===== src/rtl/food_multi.sv =====
// Multi-slot food manager for the VGA snake game: LFSR placement, eat/expiry
// bookkeeping and a 2-stage per-pixel "food here" pipeline.
module food_multi #(
    parameter int unsigned N_FOOD      = 4,
    parameter int unsigned FOOD_SIZE   = 10,
    parameter int unsigned H_ACTIVE    = 640,
    parameter int unsigned V_ACTIVE    = 480,
    parameter int unsigned LIFE_FRAMES = 600,
    parameter logic [15:0] SEED        = 16'hACE1,
    localparam int unsigned IDW        = (N_FOOD > 1) ? $clog2(N_FOOD) : 1
) (
    input  logic           VGA_clk,
    input  logic           rst_n,
    input  logic           start,
    input  logic           update,
    input  logic [9:0]     xCount,
    input  logic [9:0]     yCount,
    input  logic [9:0]     head_x,
    input  logic [9:0]     head_y,
    output logic           apple,
    output logic [IDW-1:0] apple_id,
    output logic           eaten,
    output logic [IDW-1:0] eaten_id,
    output logic           expired,
    output logic [3:0]     food_count
);

    localparam int unsigned CW        = (LIFE_FRAMES > 0) ? $clog2(LIFE_FRAMES + 1) : 1;
    localparam logic [15:0] LFSR_INIT = (SEED == 16'h0000) ? 16'h0001 : SEED;
    localparam logic [15:0] POLY      = 16'hB400;
    localparam logic [10:0] FS        = 11'(FOOD_SIZE);
    localparam logic [10:0] X_MAX     = 11'(H_ACTIVE - FOOD_SIZE);
    localparam logic [10:0] Y_MAX     = 11'(V_ACTIVE - FOOD_SIZE);
    localparam logic [CW-1:0] LIFE_LAST = CW'(LIFE_FRAMES - 1);
    localparam bit          EXPIRE_EN = (LIFE_FRAMES != 0);

    logic [15:0]       lfsr;
    logic [9:0]        fx   [N_FOOD];
    logic [9:0]        fy   [N_FOOD];
    logic [CW-1:0]     life [N_FOOD];
    logic [N_FOOD-1:0] valid;
    logic [N_FOOD-1:0] inBox;

    logic [9:0]        candX;
    logic [9:0]        candY;
    logic              candOk;
    logic [N_FOOD-1:0] fillMask;
    logic [N_FOOD-1:0] eatMask;
    logic [N_FOOD-1:0] expMask;
    logic [N_FOOD-1:0] pixHit;
    logic [IDW-1:0]    eatIdx;
    logic [IDW-1:0]    pixIdx;
    logic [3:0]        validCount;
    logic              fillFound;
    logic              eatFound;
    logic              pixFound;

    // 11-bit compares so box edges near 1023 cannot wrap
    function automatic logic boxOverlap(input logic [9:0] ax, input logic [9:0] ay,
                                        input logic [9:0] bx, input logic [9:0] by);
        return (11'(ax) < 11'(bx) + FS) && (11'(bx) < 11'(ax) + FS) &&
               (11'(ay) < 11'(by) + FS) && (11'(by) < 11'(ay) + FS);
    endfunction

    // Slot selection: refill target, eat target, expiry set, pixel hits and priority
    always_comb begin
        candX      = lfsr[9:0];
        candY      = {1'b0, lfsr[15:7]};
        candOk     = (11'(candX) <= X_MAX) && (11'(candY) <= Y_MAX) &&
                     !boxOverlap(candX, candY, head_x, head_y);
        fillMask   = '0;
        eatMask    = '0;
        expMask    = '0;
        pixHit     = '0;
        eatIdx     = '0;
        pixIdx     = '0;
        validCount = '0;
        fillFound  = 1'b0;
        eatFound   = 1'b0;
        pixFound   = 1'b0;
        for (int i = 0; i < int'(N_FOOD); i++) begin
            if (!valid[i] && !fillFound) begin
                fillMask[i] = candOk;
                fillFound   = 1'b1;
            end
            if (update && valid[i] && !eatFound && boxOverlap(fx[i], fy[i], head_x, head_y)) begin
                eatMask[i] = 1'b1;
                eatIdx     = IDW'(i);
                eatFound   = 1'b1;
            end
            expMask[i] = EXPIRE_EN && update && valid[i] && !eatMask[i] && (life[i] == LIFE_LAST);
            pixHit[i]  = start && valid[i] &&
                         (11'(fx[i]) <= 11'(xCount)) && (11'(xCount) < 11'(fx[i]) + FS) &&
                         (11'(fy[i]) <= 11'(yCount)) && (11'(yCount) < 11'(fy[i]) + FS);
            if (inBox[i] && !pixFound) begin
                pixIdx   = IDW'(i);
                pixFound = 1'b1;
            end
            validCount = validCount + 4'(valid[i]);
        end
    end

    always_ff @(posedge VGA_clk or negedge rst_n) begin
        if (!rst_n) begin
            lfsr       <= LFSR_INIT;
            valid      <= '0;
            inBox      <= '0;
            apple      <= 1'b0;
            apple_id   <= '0;
            eaten      <= 1'b0;
            eaten_id   <= '0;
            expired    <= 1'b0;
            food_count <= '0;
            for (int i = 0; i < int'(N_FOOD); i++) begin
                fx[i]   <= '0;
                fy[i]   <= '0;
                life[i] <= '0;
            end
        end else begin
            lfsr       <= lfsr[0] ? ((lfsr >> 1) ^ POLY) : (lfsr >> 1);
            inBox      <= pixHit;
            apple      <= start && (|inBox);
            apple_id   <= start ? pixIdx : '0;
            food_count <= validCount;
            if (!start) begin
                valid   <= '0;
                eaten   <= 1'b0;
                expired <= 1'b0;
                for (int i = 0; i < int'(N_FOOD); i++) begin
                    life[i] <= '0;
                end
            end else begin
                eaten   <= |eatMask;
                expired <= |expMask;
                if (|eatMask) begin
                    eaten_id <= eatIdx;
                end
                // A slot is either being filled, being retired, or aging
                for (int i = 0; i < int'(N_FOOD); i++) begin
                    if (fillMask[i]) begin
                        fx[i]    <= candX;
                        fy[i]    <= candY;
                        valid[i] <= 1'b1;
                        life[i]  <= '0;
                    end else if (eatMask[i] || expMask[i]) begin
                        valid[i] <= 1'b0;
                        life[i]  <= '0;
                    end else if (EXPIRE_EN && update && valid[i]) begin
                        life[i] <= life[i] + CW'(1);
                    end
                end
            end
        end
    end

endmodule

===== config.mk =====
export PLATFORM = sky130hd
export DESIGN_NAME = food_multi
export DESIGN_NICKNAME = d
export VERILOG_FILES = /design/src/rtl/food_multi.sv
export SDC_FILE = /design/constraint.sdc
export NUM_CORES = 1
export LEC_CHECK = 0
export BUFFER_PORTS_ARGS = -buffer_cell sky130_fd_sc_hd__buf_2
export CAP_MARGIN = 20
export CORE_UTILIZATION = 50
export DETAILED_ROUTE_END_ITERATION = 10
export GPL_TIMING_DRIVEN = 0
export PLACE_DENSITY = 0.72
export SLEW_MARGIN = 10
export SYNTH_ARGS = -nofsm -noshare
export SYNTH_HDL_FRONTEND = slang
export SYNTH_SLANG_ARGS = --single-unit

===== constraint.sdc =====
create_clock -name VGA_clk -period 3.3 [get_ports VGA_clk]
set_input_delay 0.165 -clock VGA_clk [delete_from_list [all_inputs] [get_ports VGA_clk]]
set_output_delay 0.165 -clock VGA_clk [all_outputs]
set_load 0.005 [all_outputs]

Word level (Yosys, flattened, before mapping)
Cells that the tools add are included.

storage, ports and cells
  flip-flop bits (word level) = 151
  input bits = 44
  output and inout port bits = 11

operators by class
  add/sub/neg operators = 19
  magnitude comparators = 38
  equality and inequality tests = 12
  muxes and demuxes = 48
  bitwise logic cells = 1
  reduce and logical (&&, ||, !) cells = 90

operators by type and width
  operator                 number
  $lt A10 B11 Y1           18
  $mux W10                 12
  $add A10 B4 Y11 const B  7
  $logic_and A1 B1 Y1      63
  $lt A9 B11 Y1            5
  $add A9 B4 Y10 const B   5
  $lt A10 B10 Y1           5
  $add A10 B1 Y10 const B  4
  $eq A10 B10 Y1 const B   4
  $le A10 B10 Y1           4
  $le A9 B10 Y1            4
  $mux W40                 1
  $mux W1                  28
  $mux W16                 1
  $ne A4 B1 Y1 const B     4
  $logic_not A1 Y1         15
  $ne A3 B1 Y1 const B     4
  $reduce_or A4 Y1         3
  $le A10 B10 Y1 const B   1
  $mux W2                  5
  $reduce_and A2 Y1        5
  $le A9 B9 Y1 const B     1
  $add A3 B1 Y4            1
  $logic_or A1 B1 Y1       4
  other kinds (4)          4

Depth between registers and ports, before layout
Gate-level depths: netlist (run 1).

  depth after elaboration = 26
  gate-level depth with buffers = 14
  mapped depth without buffers = 13

Least setup slack after synthesis (run 1)
No wires, ideal clock.

  kind = register -> register
  from = register lfsr[9]
  to = register fx[7] (netlist bit)
  setup time = 0.125 ns
  arrival = 3.315 ns
  required time = 3.175 ns
  setup slack = -0.140 ns
  stages on the path, launching flop included = 13
  buffers on the path = 2
  cells stage by stage = dfrtp_1 -> ha_1 -> clkbuf_1 -> o2111ai_1 -> or2_2 -> ha_1 -> a221o_1 -> a2111oi_4 -> a21oi_4 -> nand2_4 -> nor3_4 -> buf_6 -> mux2_4

between the ends
  cells in the longest elaborated chain, start to end = 9
  elaborated cells between the ends (all ways) = 16
  classes of those cells = 2 x add/sub; 6 x order compare; 1 x mux; 7 x reduce/logical

RTL lines
  item                              line  RTL
  start, declared                   37    logic [15:0] lfsr;
  start signal, assigned            120   lfsr <= lfsr[0] ? ((lfsr >> 1) ^ POLY) : (lfsr >> 1);
  $add A10 B4 Y11                   61    return (11'(ax) < 11'(bx) + FS) && (11'(bx) < 11'(ax) + FS) &&
  $lt A10 B11 Y1                    61
  $logic_and A1 B1 Y1 (2 in a row)  61
  $logic_and A1 B1 Y1               62    (11'(ay) < 11'(by) + FS) && (11'(by) < 11'(ay) + FS);
  $logic_not A1 Y1                  70    !boxOverlap(candX, candY, head_x, head_y);
  $logic_and A1 B1 Y1 *             69    candOk = (11'(candX) <= X_MAX) && (11'(candY) <= Y_MAX) &&
  $mux W1 *                         82    if (!valid[i] && !fillFound) begin
  $reduce_and A2 Y1 (no line) *     --
  end signal, assigned by index     141   fx[i] <= candX;
  end, declared                     38    logic [9:0] fx [N_FOOD];

Mark *: on every way between the ends. The rest lies on a longest branch, timed or not.
A chain may end at the register's enable or synchronous reset.

Worst setup path in the final report (run 1)
  from = register fx[7] (netlist bit)
  to = register valid[3]

between the ends
  cells in the longest elaborated chain, start to end = 12
  elaborated cells between the ends (all ways) = 13
  classes of those cells = 1 x add/sub; 2 x order compare; 1 x eq/ne; 1 x mux; 8 x reduce/logical

RTL lines
  item                                line  RTL
  $add A10 B4 Y11                     61
  $lt A10 B11 Y1                      61
  $logic_and A1 B1 Y1 * (2 in a row)  61
  $logic_and A1 B1 Y1 *               62
  $logic_and A1 B1 Y1 *               86    if (update && valid[i] && !eatFound && boxOverlap(fx[i], fy[i], head_x, head_y)) begin
  $mux W1 *                           86
  $logic_not A1 Y1                    91    expMask[i] = EXPIRE_EN && update && valid[i] && !eatMask[i] && (life[i] == LIFE_LAST);
  $logic_and A1 B1 Y1 (2 in a row)    91
  $logic_or A1 B1 Y1 *                145   end else if (eatMask[i] || expMask[i]) begin
  $ne A3 B1 Y1 (no line) *            --
  end signal, assigned                106   valid <= '0;
  end signal, assigned by index       143   valid[i] <= 1'b1;
  end signal, assigned by index       146   valid[i] <= 1'b0;
  end, declared                       41    logic [N_FOOD-1:0] valid;

Marks and branches as above.

==> results.yml, run 1 <==
status:
  status: "finished with violations"
  failed_checks: "negative setup slack"
floorplan:
  die_h_um: 172
  fp.coreArea_um2: 28100
  io_pins: 55
  die_x_um: 172
  start_util_pct: 51.4
  num_rows: 61
  dieArea_um2: 29500
power:
  power_frac_clock_pct: 43.3
  seq_power_share_pct: 36.5
  power.internal_uw: 3240
  p_comb_share_pct: 20.2
  p_leak_uw: 0.00836
  power_density_nw_per_um2: 267
  p_sw_uw: 1520
  switching_share_pct: 31.9
  peakVddDrop_uv: 314
yosys:
  yosys_most_used_dff: "dfrtp_1"
  synthTopCellsByArea: "ha_1 (27%), dfrtp_1 (23%), xor2_1 (5.0%)"
  netlist_instances: 1504
  synth_edf_count: 0
  async_reset_ff_share_pct: 100
  synth_nets: 1861
  ys_warn_count: 0
  netlist.area_leader.share_pct: 27.1
  synth_area_per_cell_um2: 9.59
  syn-cell-area_um2: 14400
  yosys.cell_types.count: 91
  synth_seq_cells: 138
  yosysSeqAreaShare_pct: 24.0
  yosysTopAreaCell: "ha_1"
worst_setup_path:
  reg2reg_depth: 13
  crit_required_ps: 3630
  r2r_setup_slack_ps: -150
  reg2reg_from: "fx[7]"
  cp_max_fo: 7
  timing.critical_path.from_type: "flip-flop"
  worstPathArrival_ps: 3780
  regToRegEndpoint: "valid[3]"
  crit_type: "reg2reg"
  end_kind: "flip-flop"
route:
  firstDrtPassIters: 5
  num_vias: 13400
  wirelength_mm: 48.4
  ant_nets: 0
  drc: 0
  wire_per_inst_um: 23.1
  drtIter0Drc: 1192
  avgViaCountPerCell: 6.39
timing:
  worst_slew_pin_slew_ps: 1040
  min_period_over_period_pct: 104
  finalCriticalPeriod_ps: 3450
  setup_tns_ps: -2290
  finClkSkew_ps: 12.2
  slew_headroom_pct: 30.6
  setup_violations: 51
  fmax_mhz: 290
  drv_slew: 0
  setup_slack_ps: -147
  rsz0062_at_grt: "true"
  hold_viol_final: 0
global_route:
  use_met1_pct: 41.3
  grt_busiest_layer: "met2"
  grt_pass1_vias: 12500
  grt_pass1_wl_mm: 71.2
  use_met2_pct: 51.3
  grt_max_degree: 80
  grt_util_met3_pct: 6.39
  antenna_found_initial: 0
  grt_usage_pct: 32.0
  grt-ovfl-total: 0
place:
  gp_congestion: 0.946
  placed_cells_incl_taps: 1936
  dp_slack_ps: -1010
  detailed_place_hpwl_mm: 33.6
  postPlaceCellArea_um2: 15200
  io_buffer_count: 53
worst_hold_path:
  holdPathEnd: "inBox[3]"
  hold_path_depth: 3
  hp-class: "in2reg"
  hold_start: "yCount[8]"
clocking:
  clk_pin_slew_worst_paths_ps: 70
  cts_tree: "built"
  clockBufferDepth: 2
  clockRootBuffer: "clkbuf_16"
  numCtsBuffers: 17
  clkLatencyLatePin_ps: 440
  cts.sinks: 138
  h-tree-depth: 4
layout:
  fin_util_pct: 63.6
  final_cell_mix: "ha_1 (300), buf_4 (113), dfrtp_1 (88)"
  final_common_cell: "ha_1"
  fill_cells: 2221
  diodes: 0
  nets: 2061
  design_area_um2: 17900
  final-instance-count-excl-fill: 2095
  area_delta_synth_final_pct: 23.8
  drive_gt1_share_pct: 27.8
flow_run:
  drv_cap: 0
-- layout make-up --
type                            count  area [um2]  share of cell area (%)
Tap cell                          378         473                    2.65
Multi-Input combinational cell   1273       11400                    63.7
Clock buffer                       17         425                    2.38
Inverter                           65         244                    1.37
Clock inverter                     15         199                    1.11
Sequential cell                   138        3520                    19.7
Buffer                             26         251                    1.41
Timing Repair Buffer              183        1370                    7.66
-- cells in the mapped netlist, types with 10 or more instances --
cell	number
a21o_1	45
nor2b_1	19
o22ai_1	10
o2111ai_1	25
o21a_1	17
clkbuf_1	18
xnor2_1	29
ha_1	312
nor2_1	89
a21oi_1	87
a2111oi_0	14
nor3_1	20
nand2_1	73
mux2_2	27
dfrtp_1	130
xor2_1	83
o21ai_0	81
inv_1	65
mux2_4	36
a31oi_1	14
and3_1	17
o211ai_1	19
nand2b_1	22
nand3_1	44
a211oi_1	13
nand4_1	30
-- worst max-delay path by stage --
stage	end	start	slack [ps]	cells past startpoint
final	valid[3]	fx[7]	-150	13
after global routing	valid[3]	fx[2]	-210	14
after CTS	valid[3]	fx[8]	2	14
after detailed placement	life[0]	fx[38]	-1010	13
after global placement	life[3]	fx[38]	-930	13
after floorplan	fx[7]	head_y[1]	2	13
-- worst max-delay path: stages (launching register included) --
cell and delay [ps]:
dfrtp_2 530, inv_1 250, xnor2_1 210, ha_1 230, or4_1 550, a21oi_1 160
o21ai_1 120, nand3_1 110, and4_1 180, o211ai_1 170, nand4b_1 320, buf_6 210
buf_4 130, a21o_1 150
-- flip-flops by register name (all words and copies together) (netlist names) --
| register | cells |
|---|---|
| lfsr | 16 |
| fy | 28 |
| food_count | 3 |
| eaten_id | 2 |
| apple | 1 |
| life | 40 |
| fx | 36 |
| expired | 1 |
| eaten | 1 |
| inBox | 4 |
| apple_id | 2 |
| valid | 4 |
-- repair_timing --
item / CTS / global route
setup endpoints to repair: 113 / 112
pin swaps: 43 / 54
hold buffers: 1 / 0
endpoints found under the hold margin: 57 / 0
gates cloned: 1 / 1
buffers inserted: 54 / 71
resized for setup: 126 / 129
-- power by group through the flow --
stage               Sequential [uW]  Combinational, uW  Clock, uW
global route                   1740               1050       2150
floorplan                      1760                481          0
global placement               1760                767          0
CTS                            1730                861       2070
detailed placement             1760                793          0
finish                         1740                964       2060
-- routing by layer --
| metal | vias to the layer above | routed length, um |
|---|---|---|
| met5 | - | 0 |
| met3 | 169 | 4250 |
| met1 | 6456 | 19700 |
| li1 | 6102 | - |
| met4 | 0 | 2650 |
| met2 | 668 | 21800 |
-- per-stage QoR --
stage | total power, uW | hold WS (ps)
after floorplan | 2240 | -131
after global placement | 2530 | 355
after detailed placement | 2560 | 137
after CTS | 4670 | 176
after global routing | 4940 | 191
final | 4760 | 199
-- logic make-up after synthesis --
group,count (synthesis),synth area share (%)
AO/OA/AOI/OAI,403,19.2
XOR/XNOR,113,6.96
adder cells (fa/ha/maj),316,27.4
buffers and inverters,94,2.74
flip-flops,138,24.0
multiplexers,66,6.06
other,1,0.0260
AND/OR/NAND/NOR,373,13.6
No activity file was read; power rests on OpenSTA's default activity.
==> run 2: changes to the inputs <==
--- a/config.mk
+++ b/config.mk
@@ -10,6 +10,7 @@
 export CORE_UTILIZATION = 50
 export DETAILED_ROUTE_END_ITERATION = 10
 export GPL_TIMING_DRIVEN = 0
+export MAX_ROUTING_LAYER = met4
 export PLACE_DENSITY = 0.72
 export SLEW_MARGIN = 10
 export SYNTH_ARGS = -nofsm -noshare
==> run 2 against run 1 <==
Net effect: non-clock buffer count fell by 13; cell count is 0.38% lower; the run still ends with negative setup slack left; setup slack lost 120 ps; count of clock-buffer cells in the layout unchanged; critical endpoint is now fx[3]; highest routed layer unchanged; power is 1.9% lower; combinational power rose by 5%.
==> results.yml, run 2 (synthesis results as in run 1) <==
route:
  drc: 0
  wire_per_inst_um: 24.4
  avgViaCountPerCell: 6.48
  wirelength_mm: 50.9
  firstDrtPassIters: 5
  num_vias: 13500
  drtIter0Drc: 1243
  ant_nets: 0
layout:
  top_register: "life"
  fin_util_pct: 63.7
  drive_gt1_share_pct: 28.4
  nets: 2052
  final_cell_mix: "ha_1 (301), buf_4 (100), dfrtp_1 (84)"
  area_delta_synth_final_pct: 24.1
  final-instance-count-excl-fill: 2087
  final_common_cell: "ha_1"
  reg_top3: "life (40), fx (36), fy (28)"
  largest_reg_flops: 40
worst_setup_path:
  crit_required_ps: 3620
  r2r_setup_slack_ps: -270
  worstPathArrival_ps: 3890
  cpPeakStageDelay_ps: 560
  timing.critical_path.from_type: "flip-flop"
  cp_max_fo: 8
  reg2reg_from: "lfsr[11]"
  cp_slowest_cell: "dfstp_2"
  crit_type: "reg2reg"
  regToRegEndpoint: "fx[3]"
  end_kind: "flip-flop"
  reg2reg_depth: 15
  crit_path_cell_trace: "clkbuf_16, nand2_1, nor2_4, nand3_2, xor2_1, ha_1, o211ai_1, a31oi_4, a2111oi_4, buf_4, a21oi_4, nand2_4, nor3_4, buf_6, mux2_2"
timing:
  setup_slack_ps: -271
  min_period_over_period_pct: 108
  setup_violations: 101
  worst_slew_pin_slew_ps: 1200
  rsz0062_at_grt: "true"
  hold_viol_final: 0
  slew_headroom_pct: 19.7
  finalCriticalPeriod_ps: 3570
  fmax_mhz: 280
  drv_slew: 0
  finClkSkew_ps: 24.4
floorplan:
  dieArea_um2: 29500
  num_rows: 61
  start_util_pct: 51.4
  die_h_um: 172
  die_x_um: 172
  fp.coreArea_um2: 28100
  io_pins: 55
place:
  gp_congestion: 0.974
  placed_cells_incl_taps: 1936
  io_buffer_count: 53
  dp_slack_ps: -1160
  detailed_place_hpwl_mm: 34.1
clocking:
  clkLatencyLatePin_ps: 460
  clockRootBuffer: "clkbuf_16"
  cts.sinks: 138
  cts_tree: "built"
  clockBufferDepth: 2
  clk_pin_slew_worst_paths_ps: 70
  numCtsBuffers: 17
  h-tree-depth: 4
worst_hold_path:
  hold_start: "yCount[8]"
  hp-class: "in2reg"
  hold_path_depth: 3
  holdPathEnd: "inBox[3]"
status:
  failed_checks: "negative setup slack"
  status: "finished with violations"
power:
  power.internal_uw: 3100
  peakVddDrop_uv: 302
  power_density_nw_per_um2: 261
  switching_share_pct: 33.8
  p_comb_share_pct: 21.6
  power_frac_clock_pct: 41.3
  seq_power_share_pct: 37.1
  p_sw_uw: 1580
  p_leak_uw: 0.00827
global_route:
  grt_pass1_vias: 12700
  grt_pass1_wl_mm: 72.6
  grt_max_degree: 73
  grt-ovfl-total: 0
  antenna_found_initial: 1
  grt_usage_pct: 33.7
flow_run:
  drv_cap: 0
-- run 2: critical path, delay by kind of cell (launching register included) --
kind | cells | cell delay [ps]
fa+ha+maj | 1 | 330
mux | 1 | 350
flops | 1 | 560
buf+inv | 3 | 550
compound gates | 4 | 680
xor+xnor | 1 | 190
simple gates | 5 | 770
-- run 2: final cells by class --
type / instances / area, um2
fillers: 2234 / 10200
multi-input cells: 1277 / 11500
plain buffers: 25 / 260
clock buffers: 17 / 425
clock inverters: 15 / 149
well taps: 378 / 473
repair buffers: 171 / 1330
diodes: 1 / 2.50
flip-flops and latches: 138 / 3520
inverters: 65 / 248
-- run 2: what timing repair did --
action                                  CTS  global route
buffers inserted                         52            60
hold endpoints to repair                 62             0
endpoints found under the setup margin  112           111
resized for setup                       132           147
hold buffers                              1             0
pin swaps                                37            79
cloned                                    2             6
-- run 2: worst max path at each step --
stage | startpoint | endpoint | slack [ps] | depth (start not counted)
final | lfsr[11] | fx[3] | -270 | 15
after global routing | lfsr[11] | fx[3] | -280 | 15
after CTS | lfsr[11] | life[28] | -0.3 | 15
after detailed placement | fx[38] | life[9] | -1160 | 13
after global placement | fx[38] | life[3] | -1060 | 13
after floorplan | head_y[1] | fx[7] | 2 | 13
-- run 2: routing by layer --
layer | wire [um] | GRT usage, % | vias to the layer above
met3 | 4160 | 5.63 | 173
met1 | 21000 | 41.9 | 6557
met5 | 0 | - | -
met4 | 2800 | 17.9 | 0
li1 | - | - | 6090
met2 | 23000 | 52.6 | 701
-- run 2: power groups by stage --
stage | Clock (uW) | Combinational [uW] | Sequential, uW
floorplan | 0 | 481 | 1760
global placement | 0 | 767 | 1760
detailed placement | 0 | 797 | 1770
CTS | 1920 | 873 | 1730
global route | 1990 | 1090 | 1740
finish | 1930 | 1010 | 1740
-- run 2: through the flow --
step / hold slack (ps) / total power, uW / cell area [um2] / setup TNS (ps)
floorplan: -131 / 2240 / 14500 / 0
global placement: 354 / 2530 / 15200 / -76390
detailed placement: 157 / 2560 / 15200 / -84660
CTS: 142 / 4530 / 16800 / -0.257
global route: 174 / 4820 / 17900 / -19720
finish: 171 / 4670 / 17900 / -15940
